[config.mk]
export PLATFORM = sky130hd
export DESIGN_NAME = hub75_scan_ctrl
export DESIGN_NICKNAME = d
export VERILOG_FILES = /design/src/rtl/hub75_scan_ctrl.sv
export SDC_FILE = /design/constraint.sdc
export NUM_CORES = 1
export LEC_CHECK = 0
export BUFFER_PORTS_ARGS = -buffer_cell sky130_fd_sc_hd__buf_2
export CAP_MARGIN = 0
export CORE_ASPECT_RATIO = 0.7
export CORE_MARGIN = 1.5
export CORE_UTILIZATION = 46
export CTS_BUF_LIST = sky130_fd_sc_hd__clkbuf_16
export CTS_CLUSTER_SIZE = 24
export DETAILED_ROUTE_END_ITERATION = 10
export HOLD_SLACK_MARGIN = 0.03
export PLACE_DENSITY_LB_ADDON = 0.05
export SKIP_LAST_GASP = 1
export SLEW_MARGIN = 20
export SYNTH_ARGS = -nofsm -noshare
export SYNTH_HDL_FRONTEND = slang
export SYNTH_SLANG_ARGS = --single-unit
[constraint.sdc]
create_clock -name clk_i -period 1.49 [get_ports clk_i]
set_input_delay 0.0745 -clock clk_i [delete_from_list [all_inputs] [get_ports clk_i]]
set_output_delay 0.0745 -clock clk_i [all_outputs]
set_load 0.02 [all_outputs]
[src/rtl/hub75_scan_ctrl.sv]
// HUB75 1/16-scan sequencer: shifts a row pair, blanks, latches, displays, and swaps
// frame buffers only at frame boundaries. Optional SCAN_DIM_EN adds a brightness input.
module hub75_scan_ctrl #(
  parameter int unsigned COLS         = 64,
  parameter int unsigned ROWS         = 16,
  parameter int unsigned BLANK_CYCLES = 2,
  parameter int unsigned ON_CYCLES    = 64
) (
  input  logic                     clk_i,
  input  logic                     rst_i,
  input  logic                     en_i,
  input  logic                     swap_req_i,
  input  logic [2:0]               pix_top_i,
  input  logic [2:0]               pix_bot_i,
`ifdef SCAN_DIM_EN
  input  logic [2:0]               brightness_i,
`endif
  output logic                     pix_rd_en_o,
  output logic [$clog2(COLS)-1:0]  pix_col_o,
  output logic [$clog2(ROWS)-1:0]  pix_row_o,
  output logic                     frame_sel_o,
  output logic                     swap_ack_o,
  output logic                     frame_done_o,
  output logic [$clog2(ROWS)-1:0]  row_addr_o,
  output logic [2:0]               rgb0_o,
  output logic [2:0]               rgb1_o,
  output logic                     panel_clk_o,
  output logic                     lat_o,
  output logic                     oe_o
);

  localparam int unsigned ColW     = $clog2(COLS);
  localparam int unsigned RowW     = $clog2(ROWS);
  localparam int unsigned ShiftLen = 2 * COLS + 2;
  localparam int unsigned CntW     = $clog2(ShiftLen + ON_CYCLES + BLANK_CYCLES);

  typedef enum logic [2:0] {StIdle, StShift, StBlank, StLatch, StDisplay} state_e;

  state_e            state_q, state_d;
  logic [CntW-1:0]   cnt_q, cnt_d;
  logic [RowW-1:0]   row_q, row_d;
  logic [RowW-1:0]   row_addr_q, row_addr_d;
  logic [2:0]        rgb0_q, rgb0_d, rgb1_q, rgb1_d;
  logic              frame_sel_q, frame_sel_d;
  logic              swap_ack_q, swap_ack_d;
  logic              frame_done_q, frame_done_d;
`ifdef SCAN_DIM_EN
  logic [2:0]        bright_q, bright_d;
  logic [CntW-1:0]   on_len;
  assign on_len = CntW'(ON_CYCLES >> 3) * (CntW'(bright_q) + CntW'(1));
`endif

  always_ff @(posedge clk_i) begin
    if (rst_i) state_q <= StIdle;
    else       state_q <= state_d;
  end

  always_ff @(posedge clk_i) begin
    if (rst_i) begin
      cnt_q        <= '0;
      row_q        <= '0;
      row_addr_q   <= '0;
      rgb0_q       <= '0;
      rgb1_q       <= '0;
      frame_sel_q  <= 1'b0;
      swap_ack_q   <= 1'b0;
      frame_done_q <= 1'b0;
`ifdef SCAN_DIM_EN
      bright_q     <= '0;
`endif
    end else begin
      cnt_q        <= cnt_d;
      row_q        <= row_d;
      row_addr_q   <= row_addr_d;
      rgb0_q       <= rgb0_d;
      rgb1_q       <= rgb1_d;
      frame_sel_q  <= frame_sel_d;
      swap_ack_q   <= swap_ack_d;
      frame_done_q <= frame_done_d;
`ifdef SCAN_DIM_EN
      bright_q     <= bright_d;
`endif
    end
  end

  always_comb begin
    state_d      = state_q;
    cnt_d        = cnt_q;
    row_d        = row_q;
    row_addr_d   = row_addr_q;
    rgb0_d       = rgb0_q;
    rgb1_d       = rgb1_q;
    frame_sel_d  = frame_sel_q;
    swap_ack_d   = 1'b0;
    frame_done_d = 1'b0;
`ifdef SCAN_DIM_EN
    bright_d     = bright_q;
`endif
    unique case (state_q)
      StIdle: begin
        if (en_i) begin
          state_d = StShift;
          cnt_d   = '0;
          row_d   = '0;
        end
      end
      StShift: begin
        // Frame-store data for the read issued last cycle is valid on odd phases.
        if (cnt_q[0] && cnt_q < CntW'(2 * COLS)) begin
          rgb0_d = pix_top_i;
          rgb1_d = pix_bot_i;
        end
        if (cnt_q == CntW'(ShiftLen - 1)) begin
          state_d    = StBlank;
          cnt_d      = '0;
          row_addr_d = row_q;
        end else begin
          cnt_d = cnt_q + CntW'(1);
        end
      end
      StBlank: begin
        if (cnt_q == CntW'(BLANK_CYCLES - 1)) begin
          state_d  = StLatch;
          cnt_d    = '0;
`ifdef SCAN_DIM_EN
          bright_d = brightness_i;
`endif
        end else begin
          cnt_d = cnt_q + CntW'(1);
        end
      end
      StLatch: begin
        state_d = StDisplay;
        cnt_d   = '0;
      end
      StDisplay: begin
        if (cnt_q == CntW'(ON_CYCLES - 1)) begin
          cnt_d = '0;
          if (row_q == RowW'(ROWS - 1)) begin
            row_d        = '0;
            frame_done_d = 1'b1;
            if (swap_req_i) begin
              frame_sel_d = ~frame_sel_q;
              swap_ack_d  = 1'b1;
            end
            state_d = en_i ? StShift : StIdle;
          end else begin
            row_d   = row_q + RowW'(1);
            state_d = StShift;
          end
        end else begin
          cnt_d = cnt_q + CntW'(1);
        end
      end
      default: state_d = StIdle;
    endcase
  end

  always_comb begin
    pix_rd_en_o = 1'b0;
    pix_col_o   = '0;
    panel_clk_o = 1'b0;
    lat_o       = 1'b0;
    oe_o        = 1'b1;
    unique case (state_q)
      StShift: begin
        pix_rd_en_o = !cnt_q[0] && cnt_q < CntW'(2 * COLS);
        pix_col_o   = pix_rd_en_o ? ColW'(cnt_q >> 1) : '0;
        panel_clk_o = cnt_q[0] && cnt_q >= CntW'(3);
      end
      StLatch: lat_o = 1'b1;
      StDisplay: begin
`ifdef SCAN_DIM_EN
        oe_o = (cnt_q >= on_len);
`else
        oe_o = 1'b0;
`endif
      end
      default: ;
    endcase
  end

  assign pix_row_o    = row_q;
  assign row_addr_o   = row_addr_q;
  assign rgb0_o       = rgb0_q;
  assign rgb1_o       = rgb1_q;
  assign frame_sel_o  = frame_sel_q;
  assign swap_ack_o   = swap_ack_q;
  assign frame_done_o = frame_done_q;

endmodule
==> results of run 1 <==
==> state kept, by name, indices dropped and copies added (netlist names) <==
name          count
rgb1_o            3
frame_done_o      1
cnt_q             8
rgb0_o            3
pix_row_o         4
state_q           3
swap_ack_o        1
row_addr_o        4
frame_sel_o       1
==> area by class of cell <==
class,instances,share of cell area
flip-flops and latches,28,0.254
clock buffers,3,0.0329
multi-input cells,120,0.445
clock inverters,1,0.0132
inverters,4,0.00658
well taps,36,0.0197
repair buffers,74,0.229
==> power by group through the flow <==
stage               combinational, uW  sequential [uW]  clock (uW)
finish                            230              766         792
global route                      245              767         827
CTS                               195              769         797
detailed placement                164              785           0
global placement                  162              784           0
floorplan                        95.9              790           0
==> routing by layer <==
| layer | global-route usage | vias to the layer above | routed length (um) |
|---|---|---|---|
| li1 | - | 716 | - |
| met1 | 0.364 | 700 | 1810 |
| met2 | 0.433 | 74 | 2210 |
| met3 | 0.0693 | 13 | 366 |
| met4 | 0.0392 | 0 | 85 |
| met5 | 0 | - | 0 |
==> path summary, 6_finish.rpt <==
kind                startpoint      endpoint  slack [ns]  cells after the start
setup reg to reg      cnt_q[5]      cnt_q[7]       -0.10                      6
setup / recovery    state_q[0]  pix_col_o[1]       -0.14                      4
hold reg to reg      rgb1_o[2]     rgb1_o[2]        0.49                      2
hold / removal    pix_bot_i[2]     rgb1_o[2]        0.04                      3
==> kinds of logic (layout without fill, tap and decap cells) <==
family	Yosys count	count (layout)	share of synthesized area
AOI/OAI and AO/OA	26	26	0.135
buffers and inverters	13	82	0.0429
adders and majority gates	3	3	0.0268
muxes	10	10	0.0715
xor gates and xnor gates	4	4	0.0250
DFF	28	28	0.400
and+or+nand+nor	77	77	0.298
==> cell usage in the layout (no fill, tap or decap), types with 5 or more instances in the layout <==
cell	n
dfxtp_2	6
buf_2	27
and2_1	5
nand3_1	7
mux2i_1	9
a21oi_1	5
buf_4	38
dfxtp_1	19
buf_6	9
nand2_1	7
nor2_1	21
==> what timing repair did <==
action / in CTS / in global routing
pin swaps: 14 / 20
buffers inserted: 8 / 4
setup endpoints to repair: 33 / 35
gates resized for setup: 36 / 31
endpoints found under the hold margin: 0 / 0
==> per-stage QoR <==
stage          area (sq um)  setup TNS [ns]  std cells
2_1_floorplan          1440               0        161
3_3_place_gp           1810          -0.934        250
3_5_place_dp           1810           -2.98        250
4_1_cts                2120           -1.73        262
5_1_grt                2280           -3.98        266
6_report               2280           -1.78        266
==> critical path, delay by kind of cell (launching register included) <==
| kind | cells | cell delay (ns) |
|---|---|---|
| buf+inv | 1 | 0.12 |
| simple gates | 3 | 0.84 |
| flops | 1 | 0.34 |
==> summary.txt, run 1 <==
Clocking
  • Clock sinks: 28
  • Clock Tree Root: clkbuf_16
  • Max H-tree Level: 1
  • Max clock buf depth: 2
  • CTS tree: yes
  • CTS Hold Bufs: 0
  • Worst-Skew Late Latency: 0.26 ns
  • Number of CTS-inserted buffers: 3
  • Clk slew on worst S/H paths: 0.07 ns

Pwr
  • Combinational group share of total power: 0.129
  • Psw: 392 uW
  • Sw frac: 0.219
  • Max VDD drop: 0.545 mV
  • Leak: 0.00104 uW
  • Cell internal pwr: 1400 uW
  • Clock group share of total power: 0.443
  • Share of power burned in registers: 0.428
  • Pwr dens: 784 nW/um^2
  • Total design power: 1790 uW

Global routing
  • Vias in the first global route: 1397
  • First-pass GRT wire length: 6.86 mm
  • Global Route Usage Sum: 0.267
  • Total gr overflow: 0
  • Largest net degree at the start of global routing: 28
  • Initial antenna violation count: 0

Place
  • Final RePlAce weighted congestion: 0.917
  • Dpl ws: -0.243 ns
  • Hpwl dp: 2.74 mm
  • Port bufs: 36

Worst setup path
  • Startpoint Class: flip-flop
  • Critical Path Fanout Max: 6
  • Setup CP Type: flip-flop to output port
  • CP endpoint kind: output port
  • Cell Chain, Critical Path: or3b_4 -> nor3_4 -> and2_1 -> buf_6
  • CP required: 1.42 ns
  • Crit-path max cell delay: 0.40 ns
  • Data arrival, critical path: 1.55 ns
  • Slowest-stage cell, CP: or3b_4

Routing
  • Detailed-route via count: 1503
  • Vias per inst: 5.65
  • Routed WL per cell: 16.8 um
  • TritonRoute pass-1 iters: 4
  • Final ANT Viol Nets: 0
  • Detailed Route WL: 4.47 mm
  • Initial DRC count: 114
  • DRC: 0

Logic synthesis
  • Ys Warns: 0
  • Synthesis-stage register bit count: 28
  • Post-synth EDFFs: 0
  • Most common cell in the netlist: dfxtp_1
  • Synth Net Count: 174
  • Most frequent cells after synthesis: dfxtp_1, nor2_1, mux2i_1, nand2_1, nand3_1
  • Cell Area, Synth: 1400 sq um
  • Cells after synthesis: 161
  • Area leader, netlist: dfxtp_1
  • Synth top area share: 0.400
  • Synth async-reset ratio: 0
  • Netlist cell types: 45
  • Top cells by area, synth: dfxtp_1, mux2i_1, nor2_1
  • Register area share after synthesis: 0.400
  • Avg Inst Size Synth: 8.70 sq um
  • Main flop type after synthesis: dfxtp_1

Run
  • Max Cap Viol: 0

Timing
  • Setup Viol. Count Final: 23
  • Worst slew pin tran: 0.554 ns
  • Period utilization: 1.09
  • Crit path time final: 1.63 ns
  • Max frequency: 614 MHz
  • Slack of the critical path: -0.139 ns
  • Rel. slew slack: 0.631
  • Hold WS: 0.0373 ns
  • Hold Vio Cnt, Final: 0
  • RSZ-0062 raised after global routing: true
  • Max-slew violation total from the final report: 0
  • Final Skew: 0.00281 ns

Cells and area
  • Multi-input gate area: 1010 sq um
  • Final core utilization: 0.802
  • Register area: 579 sq um
  • Layout cells sized above 1: 0.535
  • # fillers: 178
  • Fin nets: 244
  • ANT cells: 0
  • P&R area growth vs syn: 62.9%

Floorplan
  • Chip height: 49.2 um
  • Initial core utilization: 0.493
  • Die Area: 3390 sq um
  • Core Footprint: 2840 sq um
  • Site Rows: 16
  • Boundary Pins: 37
  • Die W: 68.9 um

Hold path
  • Worst hold path type: primary input to flip-flop

Outcome
  • Violated checks: negative setup slack
  • Status: complete, but fails checks
Note: power is estimated with default switching activity, not from simulation.
==> inputs of run 2 (changes only) <==
Settings changed: CORE_ASPECT_RATIO 0.7 to 1.5, REMOVE_ABC_BUFFERS from default to 1.
==> run 2 against run 1 <==
Effect of this change: the flow still finishes with violations (negative setup slack); clock-buffer cell count unchanged; highest routed layer unchanged; maximum frequency fell by 5.8%; hold slack got worse by 0.0088 ns; setup slack worse by 0.10 ns; critical path depth grew 1; largest cell class unchanged; largest power group unchanged.
==> summary.txt, run 2 (same netlist as run 1, synthesis figures left out) <==
Floorplan
  • Die Area: 3390 sq um (about the same)
  • Initial core utilization: 0.481 (was 0.493)
  • Core Footprint: 2910 sq um (was 2840 sq um)
  • Boundary Pins: 37 (unchanged)
  • Chip height: 70.6 um (was 49.2 um)
  • Die W: 48.0 um (was 68.9 um)
  • Site Rows: 24 (was 16)

Timing
  • Crit path time final: 1.73 ns (was 1.63 ns)
  • Setup TNS: -2.57 ns (was -1.78 ns)
  • Hold Vio Cnt, Final: 0 (unchanged)
  • Max-slew violation total from the final report: 0 (unchanged)
  • Final Skew: 0.00276 ns (was 0.00281 ns)
  • RSZ-0062 raised after global routing: true (unchanged)
  • Slack of the critical path: -0.240 ns (was -0.139 ns)
  • Max frequency: 578 MHz (was 614 MHz)
  • Rel. slew slack: 0.630 (was 0.631)
  • Worst slew pin tran: 0.555 ns (was 0.554 ns)
  • Period utilization: 1.16 (was 1.09)
  • Setup Viol. Count Final: 22 (was 23)

Global routing
  • Total gr overflow: 0 (unchanged)
  • First-pass GRT wire length: 6.47 mm (was 6.86 mm)
  • Global Route Usage Sum: 0.261 (was 0.267)
  • Initial antenna violation count: 0 (unchanged)
  • Vias in the first global route: 1404 (was 1397)
  • Largest net degree at the start of global routing: 28 (unchanged)

Pwr
  • Psw: 413 uW (was 392 uW)
  • Pwr dens: 807 nW/um^2 (was 784 nW/um^2)
  • Cell internal pwr: 1390 uW (was 1400 uW)
  • Clock group share of total power: 0.445 (was 0.443)
  • Leak: 0.00102 uW (was 0.00104 uW)
  • Share of power burned in registers: 0.421 (was 0.428)
  • Sw frac: 0.229 (was 0.219)
  • Combinational group share of total power: 0.134 (was 0.129)
  • Max VDD drop: 0.659 mV (was 0.545 mV)

Cells and area
  • # fillers: 199 (was 178)
  • Layout cells sized above 1: 0.535 (about the same)
  • Final core utilization: 0.768 (was 0.802)
  • Max reg flops: 8 (unchanged)
  • Commonest non-fill, non-tap cell in the layout: buf_4 (unchanged)
  • Most frequent cells in the layout: buf_4, buf_2, nor2_1, dfxtp_1 (was buf_4, buf_2, nor2_1)
  • Design area: 2240 sq um (was 2280 sq um)
  • Multi-input gate area: 996 sq um (was 1010 sq um)
  • Fin nets: 240 (was 244)
  • Register area: 582 sq um (was 579 sq um)
  • Largest Register: cnt_q (unchanged)
  • P&R area growth vs syn: 59.8% (was 62.9%)
  • ANT cells: 0 (unchanged)

Worst setup path
  • CP required: 1.42 ns (about the same)
  • Startpoint Class: flip-flop (unchanged)
  • Critical Path Fanout Max: 6 (unchanged)
  • Setup CP Type: flip-flop to output port (unchanged)
  • Worst reg-to-reg setup slack: -0.17 ns (was -0.10 ns)
  • R2R depth: 6 (unchanged)
  • Data arrival, critical path: 1.66 ns (was 1.55 ns)
  • Crit-path max cell delay: 0.40 ns (about the same)
  • Most common cell on crit path: buf_6
  • CP endpoint kind: output port (unchanged)
  • Cell Chain, Critical Path: or3b_4 -> nor3_4 -> buf_6 -> and2_4 -> buf_6 (was or3b_4 -> nor3_4 -> and2_1 -> buf_6)
  • Slowest-stage cell, CP: or3b_4 (unchanged)

Hold path
  • Worst hold path type: primary input to flip-flop (unchanged)
  • Hold path depth: 2 (was 3)

Place
  • Port bufs: 36 (unchanged)
  • Final RePlAce weighted congestion: 0.819 (was 0.917)
  • Placed instance area: 1760 sq um (was 1810 sq um)
  • Hpwl dp: 2.68 mm (was 2.74 mm)
  • Dpl ws: -0.220 ns (was -0.243 ns)

Routing
  • Routed WL per cell: 16.9 um (was 16.8 um)
  • Vias per inst: 5.57 (was 5.65)
  • TritonRoute pass-1 iters: 4 (unchanged)
  • DRC: 0 (unchanged)
  • Detailed Route WL: 4.47 mm (about the same)
  • Initial DRC count: 36 (was 114)
  • Final ANT Viol Nets: 0 (unchanged)
  • Detailed-route via count: 1477 (was 1503)

Clocking
  • Clock sinks: 28 (unchanged)
  • Max clock buf depth: 2 (unchanged)
  • CTS tree: yes (unchanged)
  • Clk slew on worst S/H paths: 0.07 ns (about the same)
  • Number of CTS-inserted buffers: 3 (unchanged)
  • Clock Tree Root: clkbuf_16 (unchanged)
  • Worst-Skew Late Latency: 0.27 ns (was 0.26 ns)
  • Max H-tree Level: 1 (unchanged)

Run
  • Max Cap Viol: 0 (unchanged)

Outcome
  • Status: complete, but fails checks (unchanged)
  • Violated checks: negative setup slack (unchanged)
[run 2: path summary, 6_finish.rpt]
| path | from | endpoint |
|---|---|---|
| worst max register to register | state_q[1] | cnt_q[3] |
| worst max-delay path | state_q[1] | pix_col_o[1] |
| worst min-delay path | swap_req_i | swap_ack_o |
| worst min register to register | row_addr_o[1] | row_addr_o[1] |
[run 2: area by class of cell]
type	count	area share
clock buffers	3	0.0336
repair buffers	70	0.219
clock inverters	1	0.0134
multi-input cells	120	0.445
inverters	4	0.00671
flip-flops and latches	28	0.260
well taps	39	0.0218
[run 2: metal layers]
metal / global-route usage / up-vias / wire length (um)
li1: - / 705 / -
met1: 0.293 / 711 / 1640
met2: 0.453 / 46 / 2540
met3: 0.0332 / 15 / 138
met4: 0.123 / 0 / 153
met5: 0 / - / 0
[run 2: power by group through the flow]
stage	clock [uW]	combinational, uW	sequential, uW
finish	804	242	760
global route	852	255	760
CTS	808	208	762
detailed placement	0	167	783
global placement	0	163	782
floorplan	0	72.6	794
[run 2: worst max-delay path, delay by kind of cell, from the launching register on]
family	cells	cell delay, ns
buf+inv	2	0.26
flops	1	0.37
simple gates	3	0.75
[run 2: per-stage QoR]
stage               hold slack, ns  cells  power (uW)
global route                0.0410    265        1870
detailed placement           0.304    251         950
floorplan                    0.139    152         867
CTS                         0.0308    260        1780
global placement             0.291    251         945
finish                      0.0285    265        1810
[run 2: what timing repair did]
action                                  in CTS  in global routing
hold buffers                                 0                  0
endpoints found under the setup margin      32                 33
pin swaps                                   12                 13
setup buffers                                5                  5
resized for setup                           48                 28
==> inputs of run 3 (changes only) <==
Settings changed: CORE_MARGIN 1.5 to 4, CORE_UTILIZATION 46 to 55.
Clock period 1.49 ns to 2.25 ns, I/O delays scaled along.
==> run 3 against run 2 <==
Effect of this change: the flow now finishes without violations; critical path depth fell by 1; sequential power decreased by 33%; clock-buffer cell count unchanged; non-clock buffer count shrank 34; flip-flop and latch count stayed put; setup slack better by 0.42 ns; clock skew down 0.00095 ns; register-to-register slack better by 0.47 ns; routed wire length down 29%; clock power fell by 51%; global-route usage fell by 6.5 points; critical endpoint is now pix_col_o[3].
==> summary.txt, run 3 (same netlist as run 1, synthesis figures left out) <==
Outcome
  • Status: finished, final reports clean (was complete, but fails checks)

Timing
  • Max frequency: 484 MHz
  • Period utilization: 0.919
  • Hold Vio Cnt, Final: 0 (unchanged)
  • Worst slew pin tran: 0.537 ns (was 0.555 ns)
  • RSZ-0062 raised after global routing: false (was true)
  • Final Skew: 0.00181 ns (was 0.00276 ns)
  • Hold WS: 0.0750 ns (was 0.0285 ns)
  • Max-slew violation total from the final report: 0 (unchanged)
  • Crit path time final: 2.07 ns
  • Setup Viol. Count Final: 0 (was 22)
  • Setup TNS: 0 ns (was -2.57 ns)
  • Rel. slew slack: 0.641 (was 0.630)

Pwr
  • Clock group share of total power: 0.399 (was 0.445)
  • Leak: 0.000776 uW (was 0.00102 uW)
  • Sw frac: 0.221 (was 0.229)
  • Pwr dens: 602 nW/um^2 (was 807 nW/um^2)
  • Max VDD drop: 0.575 mV (was 0.659 mV)
  • Cell internal pwr: 771 uW (was 1390 uW)
  • Share of power burned in registers: 0.518 (was 0.421)
  • Combinational group share of total power: 0.083 (was 0.134)
  • Psw: 219 uW (was 413 uW)

Place
  • Hpwl dp: 2.34 mm (was 2.68 mm)
  • Port bufs: 36 (unchanged)
  • Final RePlAce weighted congestion: 0.939 (was 0.819)

Clocking
  • CTS Hold Bufs: 0 (unchanged)
  • Max clock buf depth: 2 (unchanged)
  • Clk slew on worst S/H paths: 0.06 ns (was 0.07 ns)
  • Clock sinks: 28 (unchanged)
  • CTS resizes: 0 (was 48)
  • # Post-CTS Setup Buffers: 0 (was 5)
  • Clock Tree Root: clkbuf_16 (unchanged)
  • Worst-Skew Late Latency: 0.26 ns (was 0.27 ns)
  • Max H-tree Level: 1 (unchanged)
  • CTS tree: yes (unchanged)
  • Number of CTS-inserted buffers: 3 (unchanged)

Floorplan
  • Initial core utilization: 0.572 (was 0.481)
  • Chip height: 69.8 um (was 70.6 um)
  • Boundary Pins: 37 (unchanged)
  • Die Area: 3430 sq um (was 3390 sq um)
  • Core Footprint: 2450 sq um (was 2910 sq um)
  • Site Rows: 22 (was 24)
  • Die W: 49.2 um (was 48.0 um)

Hold path
  • Hold path depth: 2 (unchanged)
  • Worst hold path type: primary input to flip-flop (unchanged)
  • Worst hold endpoint: swap_ack_o (unchanged)
  • Hold wc startpoint: swap_req_i (unchanged)

Cells and area
  • # fillers: 228 (was 199)
  • Max reg flops: 8 (unchanged)
  • Final core utilization: 0.671 (was 0.768)
  • P&R area growth vs syn: 17.4% (was 59.8%)
  • ANT cells: 0 (unchanged)
  • Most frequent cells in the layout: buf_2, dfxtp_1, nor2_1 (was buf_4, buf_2, nor2_1, dfxtp_1)
  • Commonest non-fill, non-tap cell in the layout: buf_2 (was buf_4)
  • Fin nets: 206 (was 240)
  • Layout cells sized above 1: 0.245 (was 0.535)
  • Largest Register: cnt_q (unchanged)

Worst setup path
  • Worst reg2reg startpoint: cnt_q[0] (was state_q[1])
  • Startpoint Class: flip-flop (unchanged)
  • FF-to-FF End: pix_row_o[3] (was cnt_q[3])
  • R2R depth: 5 (was 6)
  • Setup CP Type: flip-flop to output port (unchanged)
  • Critical Path Fanout Max: 13 (was 6)
  • Data arrival, critical path: 1.95 ns (was 1.66 ns)
  • CP endpoint kind: output port (unchanged)
  • CP required: 2.14 ns (was 1.42 ns)
  • Worst reg-to-reg setup slack: 0.30 ns (was -0.17 ns)

Global routing
  • Total gr overflow: 0 (unchanged)
  • Initial antenna violation count: 0 (unchanged)
  • First-pass GRT wire length: 5.38 mm (was 6.47 mm)
  • Largest net degree at the start of global routing: 28 (unchanged)
  • Global Route Usage Sum: 0.196 (was 0.261)
  • Vias in the first global route: 1265 (was 1404)

Routing
  • Routed WL per cell: 14.7 um (was 16.9 um)
  • Detailed-route via count: 1268 (was 1477)
  • DRC: 0 (unchanged)
  • Vias per inst: 5.87 (was 5.57)
  • Initial DRC count: 38 (was 36)
  • Final ANT Viol Nets: 0 (unchanged)
  • Detailed Route WL: 3.18 mm (was 4.47 mm)
  • TritonRoute pass-1 iters: 4 (unchanged)

Run
  • Max Cap Viol: 0 (unchanged)
==> run 3: metrics by stage <==
stage / area (sq um) / total power (uW) / setup WS, ns / std cells
floorplan: 1360 / 574 / 0.344 / 152
global placement: 1570 / 603 / 0.407 / 212
finish: 1640 / 990 / 0.183 / 216
global route: 1640 / 1030 / 0.0369 / 216
CTS: 1640 / 998 / 0.189 / 216
detailed placement: 1570 / 606 / 0.322 / 212
==> run 3: critical path, cell delays in order (launching register included) <==
cell and delay [ns]:
dfxtp_1 0.42, or3b_1 0.48, nor3_1 0.44, and2_1 0.20
buf_2 0.16
==> run 3: metal layers <==
metal	vias up	GRT usage	part of all wire
met5	-	0	0
met2	38	0.369	0.56
met4	0	0.0823	0.015
met3	4	0.0344	0.041
met1	592	0.206	0.39
li1	634	-	-
==> run 3: worst max-delay path by stage <==
stage | cells after the start | start | slack [ns] | end
floorplan | 3 | state_q[2] | 0.34 | pix_col_o[1]
detailed placement | 5 | cnt_q[0] | 0.32 | pix_row_o[3]
global route | 4 | state_q[2] | 0.04 | pix_col_o[2]
finish | 4 | state_q[2] | 0.18 | pix_col_o[3]
CTS | 4 | state_q[2] | 0.19 | pix_col_o[3]
global placement | 4 | state_q[2] | 0.41 | pix_row_o[3]
==> run 3: power groups by stage <==
stage / Clock (uW) / Sequential [uW] / Combinational (uW)
4_1_cts: 402 / 512 / 82.9
2_1_floorplan: 0 / 526 / 48.1
5_1_grt: 426 / 514 / 92.1
6_report: 395 / 513 / 82.6
3_5_place_dp: 0 / 524 / 82.1
3_3_place_gp: 0 / 523 / 80.2
==> run 3: layout make-up <==
class	count	area [sq um]	area share
multi-input combinational	120	779	0.474
sequential	28	561	0.341
timing repair buffer	36	180	0.110
clock buffer	3	75.1	0.0457
tap	24	30.0	0.0183
inverter	4	15.0	0.00913
clock inverter	1	3.75	0.00228
